<file path="config.mk">
export PLATFORM = sky130hd
export DESIGN_NAME = flash_cmd_sequencer
export DESIGN_NICKNAME = d
export VERILOG_FILES = /design/src/rtl/flash_cmd_sequencer.sv
export SDC_FILE = /design/constraint.sdc
export NUM_CORES = 1
export LEC_CHECK = 0
export ABC_AREA = 1
export CORE_ASPECT_RATIO = 0.7
export CORE_MARGIN = 2
export CORE_UTILIZATION = 44
export CTS_BUF_LIST = sky130_fd_sc_hd__clkbuf_4
export CTS_CLUSTER_DIAMETER = 80
export DETAILED_ROUTE_END_ITERATION = 10
export MAX_ROUTING_LAYER = met4
export PLACE_DENSITY = 0.75
export SKIP_LAST_GASP = 1
export SYNTH_ARGS = -nofsm -noshare
export SYNTH_HDL_FRONTEND = slang
export SYNTH_SLANG_ARGS = --single-unit
</file>
<file path="constraint.sdc">
create_clock -name clk -period 2.35 [get_ports clk]
set_clock_uncertainty 0.05 [all_clocks]
set_input_delay 0.47 -clock clk [delete_from_list [all_inputs] [get_ports clk]]
set_output_delay 0.47 -clock clk [all_outputs]
set_load 0.05 [all_outputs]
</file>
<file path="src/rtl/flash_cmd_sequencer.sv">
// Flash command sequencer: decodes the SPI byte stream into read / program /
// status / write-enable commands and drives the byte-wide memory handshake.
module flash_cmd_sequencer #(
    parameter int ADDR_W     = 24,
    parameter int ADDR_BYTES = 3,
    parameter int PAGE_W     = 8
) (
    input  logic              clk,
    input  logic              SPI_RESET,
    input  logic              SPI_S,
    input  logic [7:0]        RX_DATA,
    input  logic              RX_VALID,
    output logic [7:0]        TX_DATA,
    output logic [ADDR_W-1:0] MEM_ADDR,
    output logic [7:0]        MEM_WDATA,
    output logic              MEM_RE,
    output logic              MEM_WE,
    input  logic [7:0]        MEM_RDATA,
    input  logic              MEM_READY,
    output logic              BUSY,
    output logic              CMD_ERR
);
    localparam int SH_W  = ADDR_BYTES * 8;
    localparam int CNT_W = (ADDR_BYTES > 1) ? $clog2(ADDR_BYTES) : 1;

    localparam logic [3:0] IDLE      = 4'd0;
    localparam logic [3:0] OPCODE    = 4'd1;
    localparam logic [3:0] ADDR      = 4'd2;
    localparam logic [3:0] RD_FETCH  = 4'd3;
    localparam logic [3:0] RD_STREAM = 4'd4;
    localparam logic [3:0] WR_DATA   = 4'd5;
    localparam logic [3:0] WR_WAIT   = 4'd6;
    localparam logic [3:0] STATUS    = 4'd7;
    localparam logic [3:0] IGNORE    = 4'd8;

    localparam logic [7:0] OP_READ = 8'h03;
    localparam logic [7:0] OP_PROG = 8'h02;
    localparam logic [7:0] OP_RDSR = 8'h05;
    localparam logic [7:0] OP_WREN = 8'h06;
    localparam logic [7:0] OP_WRDI = 8'h04;

    logic [3:0]        state;
    logic              wel;
    logic              is_read;
    logic              wr_entered;
    logic [CNT_W-1:0]  addr_cnt;
    logic [SH_W-1:0]   addr_sh;
    logic [SH_W-1:0]   addr_sh_nxt;
    logic              addr_last;
    logic [PAGE_W-1:0] page_off_nxt;
    logic [7:0]        status_byte;

    assign BUSY         = MEM_RE | MEM_WE;
    assign addr_sh_nxt  = (addr_sh << 8) | SH_W'(RX_DATA);
    assign addr_last    = (addr_cnt == CNT_W'(ADDR_BYTES - 1));
    assign page_off_nxt = MEM_ADDR[PAGE_W-1:0] + PAGE_W'(1);
    assign status_byte  = {6'b0, wel, BUSY};

    always_ff @(posedge clk or negedge SPI_RESET) begin
        if (!SPI_RESET) begin
            state      <= IDLE;
            TX_DATA    <= 8'hFF;
            MEM_ADDR   <= '0;
            MEM_WDATA  <= 8'h00;
            MEM_RE     <= 1'b0;
            MEM_WE     <= 1'b0;
            CMD_ERR    <= 1'b0;
            wel        <= 1'b0;
            is_read    <= 1'b0;
            wr_entered <= 1'b0;
            addr_cnt   <= '0;
            addr_sh    <= '0;
        end else begin
            CMD_ERR <= 1'b0;
            case (state)
                // Pending accesses must finish even after deselect; bytes
                // arriving meanwhile are overruns unless deselect is present.
                RD_FETCH: begin
                    if (MEM_READY) begin
                        MEM_RE   <= 1'b0;
                        MEM_ADDR <= MEM_ADDR + ADDR_W'(1);
                        if (SPI_S) begin
                            state   <= IDLE;
                            TX_DATA <= 8'hFF;
                        end else begin
                            state   <= RD_STREAM;
                            TX_DATA <= MEM_RDATA;
                        end
                    end
                    if (RX_VALID && !SPI_S) begin
                        CMD_ERR <= 1'b1;
                    end
                end
                WR_WAIT: begin
                    if (MEM_READY) begin
                        MEM_WE   <= 1'b0;
                        MEM_ADDR <= {MEM_ADDR[ADDR_W-1:PAGE_W], page_off_nxt};
                        if (SPI_S) begin
                            state      <= IDLE;
                            TX_DATA    <= 8'hFF;
                            wel        <= 1'b0;
                            wr_entered <= 1'b0;
                        end else begin
                            state <= WR_DATA;
                        end
                    end
                    if (RX_VALID && !SPI_S) begin
                        CMD_ERR <= 1'b1;
                    end
                end
                default: begin
                    if (SPI_S) begin
                        state   <= IDLE;
                        TX_DATA <= 8'hFF;
                        if (wr_entered) begin
                            wel <= 1'b0;
                        end
                        wr_entered <= 1'b0;
                    end else begin
                        case (state)
                            IDLE: begin
                                state    <= OPCODE;
                                addr_cnt <= '0;
                            end
                            OPCODE: begin
                                if (RX_VALID) begin
                                    case (RX_DATA)
                                        OP_READ: begin
                                            is_read <= 1'b1;
                                            state   <= ADDR;
                                        end
                                        OP_PROG: begin
                                            is_read <= 1'b0;
                                            state   <= ADDR;
                                        end
                                        OP_RDSR: begin
                                            TX_DATA <= status_byte;
                                            state   <= STATUS;
                                        end
                                        OP_WREN: begin
                                            wel   <= 1'b1;
                                            state <= IGNORE;
                                        end
                                        OP_WRDI: begin
                                            wel   <= 1'b0;
                                            state <= IGNORE;
                                        end
                                        default: begin
                                            CMD_ERR <= 1'b1;
                                            state   <= IGNORE;
                                        end
                                    endcase
                                end
                            end
                            ADDR: begin
                                if (RX_VALID) begin
                                    addr_sh  <= addr_sh_nxt;
                                    addr_cnt <= addr_cnt + CNT_W'(1);
                                    if (addr_last) begin
                                        MEM_ADDR <= addr_sh_nxt[ADDR_W-1:0];
                                        if (is_read) begin
                                            MEM_RE <= 1'b1;
                                            state  <= RD_FETCH;
                                        end else if (wel) begin
                                            wr_entered <= 1'b1;
                                            state      <= WR_DATA;
                                        end else begin
                                            CMD_ERR <= 1'b1;
                                            state   <= IGNORE;
                                        end
                                    end
                                end
                            end
                            RD_STREAM: begin
                                // Each dummy byte prefetches the next location.
                                if (RX_VALID) begin
                                    MEM_RE <= 1'b1;
                                    state  <= RD_FETCH;
                                end
                            end
                            WR_DATA: begin
                                if (RX_VALID) begin
                                    MEM_WDATA <= RX_DATA;
                                    MEM_WE    <= 1'b1;
                                    state     <= WR_WAIT;
                                end
                            end
                            STATUS: begin
                                TX_DATA <= status_byte;
                            end
                            IGNORE: begin
                                state <= IGNORE;
                            end
                            default: begin
                                state <= IDLE;
                            end
                        endcase
                    end
                end
            endcase
        end
    end

endmodule

</file>
# == After elaboration in Yosys (flattened, before gate mapping) ==
# Cells that the tools add are included.
# op_classes
bitwise_logic,6
eq_ne,35
addsub,3
reduce_logical,36
mux,70
# op_table
op,n
24-bit two-way mux,5
8-bit two-way mux,8
24-bit one-hot mux with 2 select lines,1
4-bit two-way mux,10
8-bit one-hot mux with 2 select lines,2
1-bit two-way mux,29
4-bit one-hot mux with 7 select lines,1
24-bit by 1-bit adder with 24-bit output (second input constant),1
8-bit by 3-bit == test with 1-bit output (second input constant),3
24-bit by 8-bit OR with 24-bit output,1
8-bit AND reduction,3
2-bit nonzero test,12
5-bit != test (second input constant),4
6-bit AND reduction,3
4-bit by 3-bit == test with 1-bit output (second input constant),4
8-bit by 2-bit == test with 1-bit output (second input constant),2
1-bit one-hot mux with 2 select lines,8
4-bit one-hot mux with 2 select lines,2
3-bit nonzero test,5
3-bit != test (second input constant),4
4-bit != test (second input constant),3
4-bit AND reduction,3
2-bit != test (second input constant),5
5-bit AND reduction,2
other kinds (21),29
# word_totals
input_bits,21
word_cells,163
reg_bits,68
output_inout_bits,44

# == Longest topological paths before layout ==
# depth
ltp_word,7
depth_mapped,12
mapped_depth_nobuf,12

# == Least setup slack after synthesis ==
# Ideal clock, no wire load.
# synth_path
path_kind,register -> register
from,register MEM_ADDR[0]
to,register MEM_ADDR[22]
setup_ns,0.078
period_less_slack_ns,1.931
t_required_ns,2.222
n_path_buf,0
arrival_time_ns,1.803
slack_ns,0.419
stages_incl_launch_ff,10
path_cell_list,dfrtp_1 -> ha_1 -> nand3_1 -> nor2_1 -> nand3_1 -> inv_1 -> nand2_1 -> nand2_1 -> nand3_1 -> a21oi_1
# synth_between
elab_chain_len,3
# synth_rtl
item,line,source
"start, declared",14,"output logic [ADDR_W-1:0] MEM_ADDR,"
"start signal, assigned",81,MEM_ADDR <= MEM_ADDR + ADDR_W'(1);
"start signal, assigned",97,"MEM_ADDR <= {MEM_ADDR[ADDR_W-1:PAGE_W], page_off_nxt};"
"start signal, assigned",160,MEM_ADDR <= addr_sh_nxt[ADDR_W-1:0];
24-bit by 1-bit adder with 24-bit output,81,
24-bit two-way mux,79,if (MEM_READY) begin
24-bit one-hot mux with 2 select lines,75,case (state)
# Every way passes these cells. The select of a mux whose other input is x is not followed.
# A chain may end at the register's enable or synchronous reset.

# == Final worst setup path ==
# layout_path
from,register MEM_ADDR[18]
to,output port MEM_ADDR[18]
# No word-level cell between the ends.

==> metrics.cfg <==
[global_route]
track_usage_pct=24.1
grt_max_degree=69
grt_overflow=0
antenna_found_initial=0
first_global_vias=3674
grt_pass1_wl_mm=18.4

[logic_synthesis]
syn_avg_cell_area_um2=7.30
syn_area_mm2=0.00411
syn_nets=586
ys_warn_count=0
yosys.cell_types.count=38
synth_top_area_share_pct=36.5
seq_area_frac_synth_pct=41.7
synth-edff-count=0
async_flop_share_pct=100
syn_inst=563
ys.flop_type=dfrtp_1
yosysMostFrequentCell=nand2_1
synth_top_area_cell=dfrtp_1
ys_seq_elements=68
synthTopCellsByArea=dfrtp_1 37%, nand2_1 15%, nor2_1 6.8%, dfstp_2 5.1%, a21oi_1 4.8%
synthTopCellsByCount=166 x nand2_1, 74 x nor2_1, 60 x dfrtp_1

[floorplanning]
core.rowCount=29
die_area_mm2=0.0101
die_x_um=120
core_area_mm2=0.00907
initial_core_util_pct=45.3
die_y_um=84.9
boundaryPins=65

[sta]
post-route-period-util_pct=97.8
worst_slew_pin_slew_ps=653
rsz0062_at_grt=no
finalHoldViolCount=0
finalWorstSetupSlack_ps=51.1
tns_ps=0
drv_slew=0
relSlewSlack_pct=56.4
period_needed_ps=2300
setup_violations=0
fmax_mhz=435

[setup_path]
crit_buf_inv=1
critPathMaxFanout=7
crit_chain=clkdlybuf4s50_1
start_kind=register
required_ps=1830
slowest_delay_ps=850
crit_family=buffers and inverters
worstPathArrival_ps=1780
cpMaxStageDelayCell=clkdlybuf4s50_1
crit_type=register to primary output
endpoint_kind=primary output

[run]
maxCapViolCount=0

[drt]
drcViolationCount=0
drt_wl_total_mm=11.4
drtIter0Drc=262
postRouteAntennaNets=0
first_pass_iters=5
via_per_inst=5.13
vias=3922
routedWlPerCell_um=14.9

[placed_design]
globalplace.congestion=0.937
numPortBuffers=64
dp_slack_ps=119
hpwl_mm=8.53
dpl_cell_area_mm2=0.00490

[clock_tree]
insertion_delay_ps=440
clk_pin_slew_ps=110
cts_buffers=9
cts.sinks=68
cts.htree.levels=3
cts_tree=built
clock_path_buffers=2
cts_root_buf=clkbuf_4

[pwr]
powerDensity_mw_per_mm2=712
vdd_drop_max_mv=0.328
leakage_nw=2.50

[layout]
area_growth_pct=24.6
antenna_cells=0
fin_nets=659
drive_gt1_share_pct=14.7
stdcell_area_mm2=0.00512
utilization_pct=56.4

[outcome]
outcome=completed

[min_path]
min_path_type=register to register

## layer usage
layer  vias to the layer above  GRT usage [%]  routed length, um
li1                       1954              -                  -
met1                      1807           35.2               5560
met2                       153           33.5               4710
met3                         8           6.59               1010
met4                         0           5.13                 88
met5                         -              -                  0
## state kept, by name, summed over array words and instances, names as in the netlist
register and cells:
MEM_RE 1, wr_entered 1, addr_cnt 2, CMD_ERR 1, MEM_WE 1, is_read 1, state 4, wel 1
MEM_ADDR 24, TX_DATA 8, addr_sh 16, MEM_WDATA 8
## power breakdown
group	switching (W)	internal (W)	total (W)	leakage (nW)
Clock	0.000455	0.000534	0.000989	0.0919
Sequential	0.000188	0.00132	0.00151	0.889
Combinational	0.000765	0.000380	0.00115	1.52
Total	0.00141	0.00224	0.00365	2.50
## cells by family after synthesis
group,synth area share (%)
compound gates,15.5
xor+xnor,1.07
fa+ha+maj,0.609
buf+inv,7.52
flops,41.7
mux,1.37
simple gates,32.3
## layout by cell type (no fill, tap or decap), types with 2 or more instances in the layout
cell type,synthesis,routed
a21oi_1,39,39
a21oi_2,2,2
buf_4,2,9
bufinv_16,0,3
clkbuf_4,0,9
clkdlybuf4s50_1,0,50
clkinv_2,0,2
clkinvlp_4,0,2
dfrtp_1,60,60
dfstp_2,8,8
dlymetal6s2s_1,0,12
ha_1,2,2
inv_1,43,43
inv_2,9,9
inv_4,2,2
mux2_2,5,5
nand2_1,166,166
nand2_2,6,6
nand2_4,8,8
nand3_1,37,37
nor2_1,74,74
nor2_2,3,3
nor2_4,3,3
nor3_1,5,5
o211ai_1,3,3
o21ai_0,31,31
o21ai_1,9,9
o21ai_2,16,16
o21bai_1,2,2
or2_2,2,2
xor2_1,4,4
## per-stage QoR
| stage | instances | power, W | hold slack (ps) |
|---|---|---|---|
| after global placement | 748 | 0.00267 | 413 |
| after CTS | 765 | 0.00368 | 438 |
| after floorplan | 563 | 0.00225 | 124 |
| after detailed placement | 748 | 0.00269 | 420 |
| final | 765 | 0.00365 | 437 |
| after global routing | 765 | 0.00382 | 448 |
## timing repair
item                                    CTS  global route
pin swaps                                 0             0
setup buffers                             0             0
hold buffers                              1             0
endpoints found under the setup margin    1            12
resized for setup                         1            12
hold endpoints to repair                 37             0
## final cells by class
cell class                      count  area, um2
Fill cell                         891       3950
Clock buffer                        9       67.6
Sequential cell                    68       1710
Multi-Input combinational cell    426       2090
Clock inverter                      7        115
Timing Repair Buffer               75        762
Tap cell                          124        155
Inverter                           56        220
## worst paths after layout
kind	startpoint	end	slack, ps	depth (start not counted)
setup / recovery	MEM_ADDR[18]	MEM_ADDR[18]	50	1
hold / removal	TX_DATA[0]	TX_DATA[0]	440	2
setup reg to reg	state[1]	is_read	390	8
hold reg to reg	TX_DATA[0]	TX_DATA[0]	440	2
max in group asynchronous	SPI_RESET	TX_DATA[1]	1400	3
min in group asynchronous	SPI_RESET	MEM_ADDR[17]	500	3
No activity file was read; power rests on OpenSTA's default activity.
